File: src/rtl/mem_arbiter.sv
// Round-robin arbiter sharing one main-memory line port between icache fills
// and dcache fills/write-backs; each line is returned with a one-cycle ready pulse.
module mem_arbiter #(
  parameter int unsigned ADDRESS_WIDTH   = 32,
  parameter int unsigned CACHE_LINE_SIZE = 128
) (
  input  logic                       clk,
  input  logic                       reset,
  input  logic                       ic_req,
  input  logic [ADDRESS_WIDTH-1:0]   ic_addr,
  output logic                       ic_ready,
  output logic [CACHE_LINE_SIZE-1:0] ic_data,
  input  logic                       dc_req,
  input  logic                       dc_write,
  input  logic [ADDRESS_WIDTH-1:0]   dc_addr,
  input  logic [CACHE_LINE_SIZE-1:0] dc_wdata,
  output logic                       dc_ready,
  output logic [CACHE_LINE_SIZE-1:0] dc_rdata,
  output logic                       mem_req,
  output logic                       mem_write,
  output logic [ADDRESS_WIDTH-1:0]   mem_addr,
  output logic [CACHE_LINE_SIZE-1:0] mem_wdata,
  input  logic [CACHE_LINE_SIZE-1:0] mem_rdata,
  input  logic                       mem_ready
);

  localparam int unsigned OFFSET_BITS = $clog2(CACHE_LINE_SIZE / 8);
  localparam logic [ADDRESS_WIDTH-1:0] LINE_MASK =
    {{(ADDRESS_WIDTH - OFFSET_BITS){1'b1}}, {OFFSET_BITS{1'b0}}};

  typedef enum logic [1:0] {
    IDLE,
    BUSY,
    RESPOND
  } state_t;

  state_t                     state, state_next;
  logic                       grant_ic, grant_ic_next;  // last grant: 1 = icache, 0 = dcache
  logic                       pick_ic;
  logic                       mem_req_next, mem_write_next;
  logic [ADDRESS_WIDTH-1:0]   mem_addr_next;
  logic [CACHE_LINE_SIZE-1:0] mem_wdata_next, ic_data_next, dc_rdata_next;
  logic                       ic_ready_next, dc_ready_next;

  // State and registered outputs
  always_ff @(posedge clk or posedge reset) begin
    if (reset) begin
      state     <= IDLE;
      grant_ic  <= 1'b0;
      mem_req   <= 1'b0;
      mem_write <= 1'b0;
      mem_addr  <= '0;
      mem_wdata <= '0;
      ic_ready  <= 1'b0;
      dc_ready  <= 1'b0;
      ic_data   <= '0;
      dc_rdata  <= '0;
    end else begin
      state     <= state_next;
      grant_ic  <= grant_ic_next;
      mem_req   <= mem_req_next;
      mem_write <= mem_write_next;
      mem_addr  <= mem_addr_next;
      mem_wdata <= mem_wdata_next;
      ic_ready  <= ic_ready_next;
      dc_ready  <= dc_ready_next;
      ic_data   <= ic_data_next;
      dc_rdata  <= dc_rdata_next;
    end
  end

  // Next-state and next-output logic; on a tie the requester not granted last wins
  always_comb begin
    state_next     = state;
    grant_ic_next  = grant_ic;
    mem_req_next   = mem_req;
    mem_write_next = mem_write;
    mem_addr_next  = mem_addr;
    mem_wdata_next = mem_wdata;
    ic_data_next   = ic_data;
    dc_rdata_next  = dc_rdata;
    ic_ready_next  = 1'b0;
    dc_ready_next  = 1'b0;
    pick_ic        = ic_req && (!dc_req || !grant_ic);

    case (state)
      IDLE: begin
        if (ic_req || dc_req) begin
          state_next    = BUSY;
          grant_ic_next = pick_ic;
          mem_req_next  = 1'b1;
          if (pick_ic) begin
            mem_write_next = 1'b0;
            mem_addr_next  = ic_addr & LINE_MASK;
          end else begin
            mem_write_next = dc_write;
            mem_addr_next  = dc_addr & LINE_MASK;
            mem_wdata_next = dc_wdata;
          end
        end
      end
      BUSY: begin
        if (mem_ready) begin
          state_next    = RESPOND;
          mem_req_next  = 1'b0;
          ic_ready_next = grant_ic;
          dc_ready_next = !grant_ic;
          if (!mem_write) begin
            if (grant_ic) ic_data_next  = mem_rdata;
            else          dc_rdata_next = mem_rdata;
          end
        end
      end
      RESPOND: state_next = IDLE;
      default: state_next = IDLE;
    endcase
  end

endmodule

File: config.mk
export PLATFORM = sky130hd
export DESIGN_NAME = mem_arbiter
export DESIGN_NICKNAME = d
export VERILOG_FILES = /design/src/rtl/mem_arbiter.sv
export SDC_FILE = /design/constraint.sdc
export NUM_CORES = 1
export LEC_CHECK = 0
export CAP_MARGIN = 20
export CORE_AREA = 2 2 291 293
export CTS_BUF_LIST = sky130_fd_sc_hd__clkbuf_4 sky130_fd_sc_hd__clkbuf_8
export CTS_CLUSTER_SIZE = 10
export DETAILED_ROUTE_END_ITERATION = 10
export DIE_AREA = 0 0 293 295
export PLACE_DENSITY_LB_ADDON = 0.1
export RECOVER_POWER = 25
export REMOVE_ABC_BUFFERS = 1
export SLEW_MARGIN = 5
export SYNTH_ARGS = -nofsm -noshare
export SYNTH_HDL_FRONTEND = slang
export SYNTH_SLANG_ARGS = --single-unit
File: constraint.sdc
create_clock -name clk -period 27.4 [get_ports clk]
set_input_delay 2.74 -clock clk [delete_from_list [all_inputs] [get_ports clk]]
set_output_delay 2.74 -clock clk [all_outputs]
set_load 0.05 [all_outputs]
---- After elaboration in Yosys (flattened, before gate mapping) ----
Cells that the tools add are included.
operators by class
  add/sub/neg operators ................... 0
  multipliers ............................. 0
  div/mod/pow operators ................... 0
  magnitude comparators ................... 0
  equal/unequal tests ..................... 3
  shifts and indexed selects .............. 0
  multiplexer cells ....................... 12
  bitwise gates (word level) .............. 3
  reduce and logical (&&, ||, !) cells .... 13
operators by type and width
  kind                                                             count
  32-bit two-way mux                                               1
  4-bit AND reduction                                              2
  1-bit two-way mux                                                7
  3-bit AND reduction                                              2
  2-bit two-way mux                                                2
  2-bit != test, second input constant                             2
  2-bit case mux with 2 select lines                               1
  2-bit AND reduction                                              2
  1-bit NOT                                                        3
  2-bit by 1-bit == test with 1-bit output, second input constant  1
  1-bit zero test                                                  2
  2-bit zero test                                                  1
  1-bit logical OR                                                 2
  1-bit case mux with 2 select lines                               1
  2-bit nonzero test                                               1
  1-bit logical AND                                                1
storage, ports and cells
  register bits after elaboration ......... 423
  bits in latches ......................... 0
  bits in writable memories ............... 0
  bits in read-only memories .............. 0
  bits of input ports ..................... 326
  output and inout port bits .............. 420
  logic and storage cells ................. 41
  memories ................................ 0

---- Logic depth before layout (Yosys ltp) ----
  depth in word-level cells ............... 5
  gate-level depth with buffers ........... 6
  depth with buffers taken out ............ 4

---- Least setup slack after synthesis ----
OpenSTA, ideal clock, no wires.
  path kind ............................... input to register
  start point ............................. input port mem_ready
  end point ............................... register dc_rdata[10]
  arrival time ............................ 3,709 ps
  data required time ...................... 27,275 ps
  path slack .............................. 23,566 ps
  cell stages on the path ................. 5
  path buffers ............................ 2
  cells stage by stage .................... nand3b_4 -> nor3_1 -> buf_2 -> buf_4 -> mux2_2
between the ends
  longest elaborated chain between the ends .. 1
RTL lines
  what                                  line  RTL
  start: declaration                    24    input logic mem_ready
  4-bit AND reduction (no source line)  n/a
  end signal: assignment                68    dc_rdata <= dc_rdata_next;
  end: declaration                      18    output logic [CACHE_LINE_SIZE-1:0] dc_rdata,
Every way passes these cells.
A chain may end at the register's enable or synchronous reset.

==> summary.md <==
| Metric | Value |
|---|---|
| CTS clk-pin slew, worst paths | `0.05 ns` |
| Setup-failing EPs final | `0` |
| Met2 Wirelength | `30400 microns` |
| Antenna-violating nets left | `0` |
| Setup CP Type | `input port to async pin` |
| Ys Warns | `0` |
| Largest net degree at the start of global routing | `107` |
| IO Count | `746` |
| Fmax | `110 MHz` |
| Dpl hpwl | `43900 microns` |
| Initial Util | `19.6%` |
| Root Buffer | `clkbuf_8` |
| Fin crit period | `9.10 ns` |
| Fin util | `31.6%` |
| # resized after CTS | `0` |
| DRC Markers | `0` |
| DR WL/cell | `21.0 microns` |
| Chip Height | `295 microns` |
| MaxCap Viol Count | `8` |
| Met3 WL | `6550 microns` |
| DRT Pass-1 Iters | `4` |
| CTS Sinks | `419` |
| Commonest non-fill, non-tap cells in the layout | `clkdlybuf4s50_1 (730), dfrtp_1 (419), mux2_2 (284)` |
| Slew Viols, Final | `389` |
| Area of the multi-input gates | `5200 sq um` |
| Final hold violations | `0` |
| DRT met1 WL | `22000 microns` |
| Vias | `11081` |
| Area Growth Syn to Fin | `61.5%` |
| NumNets Final | `2045` |
| Core Region | `83200 sq um` |
| Post-synthesis cell type count | `23` |
| Initial antenna violation count | `13` |
| FP Rows | `106` |
| Crit path required time | `28.02 ns` |
| Hold Crit Class | `register to register` |
| Die Wd | `293 microns` |
| Overflow left after global routing | `0` |
| Vias/cell | `3.86` |
| Rel. slew slack | `-240%` |
| First-pass GRT wire length | `86300 microns` |
| Most common cell after layout, fill and taps aside | `clkdlybuf4s50_1` |
| Register bit total from synthesis | `419` |
| Cell area after synthesis | `16300 sq um` |
| Highest metal used | `met5` |
| Routed Wire Length | `60200 microns` |
| Dpl cells | `2713` |
| Port Buffers | `733` |
| Avg Cell Area, Syn | `17.3 sq um` |
| Detailed Route Iter0 Violations | `300` |
| Critical path startpoint category | `input port` |
| Tot GR Track Use | `13.5%` |
| Post-CTS Setup Bufs | `0` |
| Post-route setup TNS | `0 ns` |
| Sequential share of the synthesized area | `64.4%` |
| Worst-margin pin slew | `5.07 ns` |
| Layout fillers | `8271` |
| Clock Tree Buf Depth | `3` |
| CTS Hold Bufs | `0` |
| Post-Synthesis Cells | `939` |
| Final instance count without filler cells | `2868` |
| GP Congestion | `0.732` |
| RSZ-0062 raised after global routing | `no` |
| CTS buffer count | `84` |
| Highest net fanout along the worst path | `106` |
| Failing checks | `capacitance limit, slew limit` |
| Crit path DAT | `9.72 ns` |
| WHS | `0.474 ns` |
| Status | `finished with violations` |
| H-tree levels | `3` |
| Part of the cycle the worst path needs | `33.2%` |
| Share of layout cells above drive strength 1 | `28.8%` |
| Die area | `86400 sq um` |
| Number of global-route vias before repair | `12388` |
| Clock Skews | `0.0373 ns` |
| Crit. End Element | `async pin` |
| Register area | `10500 sq um` |
| CTS tree | `built` |
| Clock Latency Late Sink | `0.66 ns` |
==> per-stage QoR <==
step                      setup slack, ns  instance area (sq um)
after floorplan                     13.00                  15800
after global placement              20.74                  24600
after detailed placement            20.67                  24600
after CTS                           21.42                  26500
after global routing                17.01                  26300
final                               18.30                  26300
==> cell families (layout without fill, tap and decap cells) <==
group                  count (synthesis)  count (layout)  share of synthesized area, %
AO/OA/AOI/OAI                         60              60                          3.17
AND/OR/NAND/NOR                       15              15                         0.568
other                                  1              10                        0.0230
flip-flops                           419             419                          64.4
buffers and inverters                 60             900                          3.02
multiplexers                         384             384                          28.9
==> worst max-delay path, stage by stage <==
cell and delay, ns:
dlygate4sd3_1 0.55, clkinvlp_2 2.82, clkbuf_1 2.45, buf_4 1.02
==> worst paths after layout <==
path                               start        endpoint  slack [ns]  depth (start not counted)
max in group clk                  ic_req  mem_wdata[105]       20.31                          6
worst min-delay path             mem_req         mem_req        0.47                          2
worst min register to register   mem_req         mem_req        0.47                          2
min in group asynchronous          reset   mem_wdata[60]        4.12                          2
worst max-delay path               reset     ic_data[56]       18.30                          4
worst max register to register  state[0]  mem_wdata[105]       22.51                          5
==> layout make-up <==
cell class / count / share of cell area (%)
antenna: 6 / 0.0571
clock buffer: 134 / 6.37
clock inverter: 15 / 0.504
inverter: 2 / 0.0333
multi-input combinational: 463 / 19.8
sequential: 419 / 39.9
tap: 1080 / 5.14
timing repair buffer: 749 / 28.3
==> cell usage after synthesis, drive strengths merged <==
master / n / area [sq um]
inv: 2 / 7.51
or2: 1 / 6.26
nand3b: 2 / 27.5
a21o: 1 / 7.51
nor3: 1 / 5.00
nor2: 3 / 11.3
mux2: 384 / 4700
nand2: 3 / 11.3
a22o: 1 / 8.76
a221o: 28 / 280
and2: 1 / 6.26
dfrtp: 419 / 10500
clkbuf: 4 / 15.0
buf: 54 / 469
o21ai: 2 / 10.0
conb: 1 / 3.75
nand2b: 2 / 12.5
and3: 2 / 12.5
o21a: 28 / 210
==> per-layer routing <==
layer / up-vias / GRT usage (%)
met2: 506 / 23.6
li1: 4937 / -
met3: 95 / 6.95
met5: - / 0
met4: 16 / 3.38
met1: 5527 / 14.4
==> registers in the layout, indices dropped and copies added, names as in the netlist <==
name,cells
mem_wdata,128
ic_ready,1
dc_ready,1
mem_addr,28
mem_write,1
grant_ic,1
mem_req,1
dc_rdata,128
ic_data,128
state,2
Power is left out: the tool's default activity adds up to more than one toggle a clock period on the data nets, which glitch-free logic cannot reach.
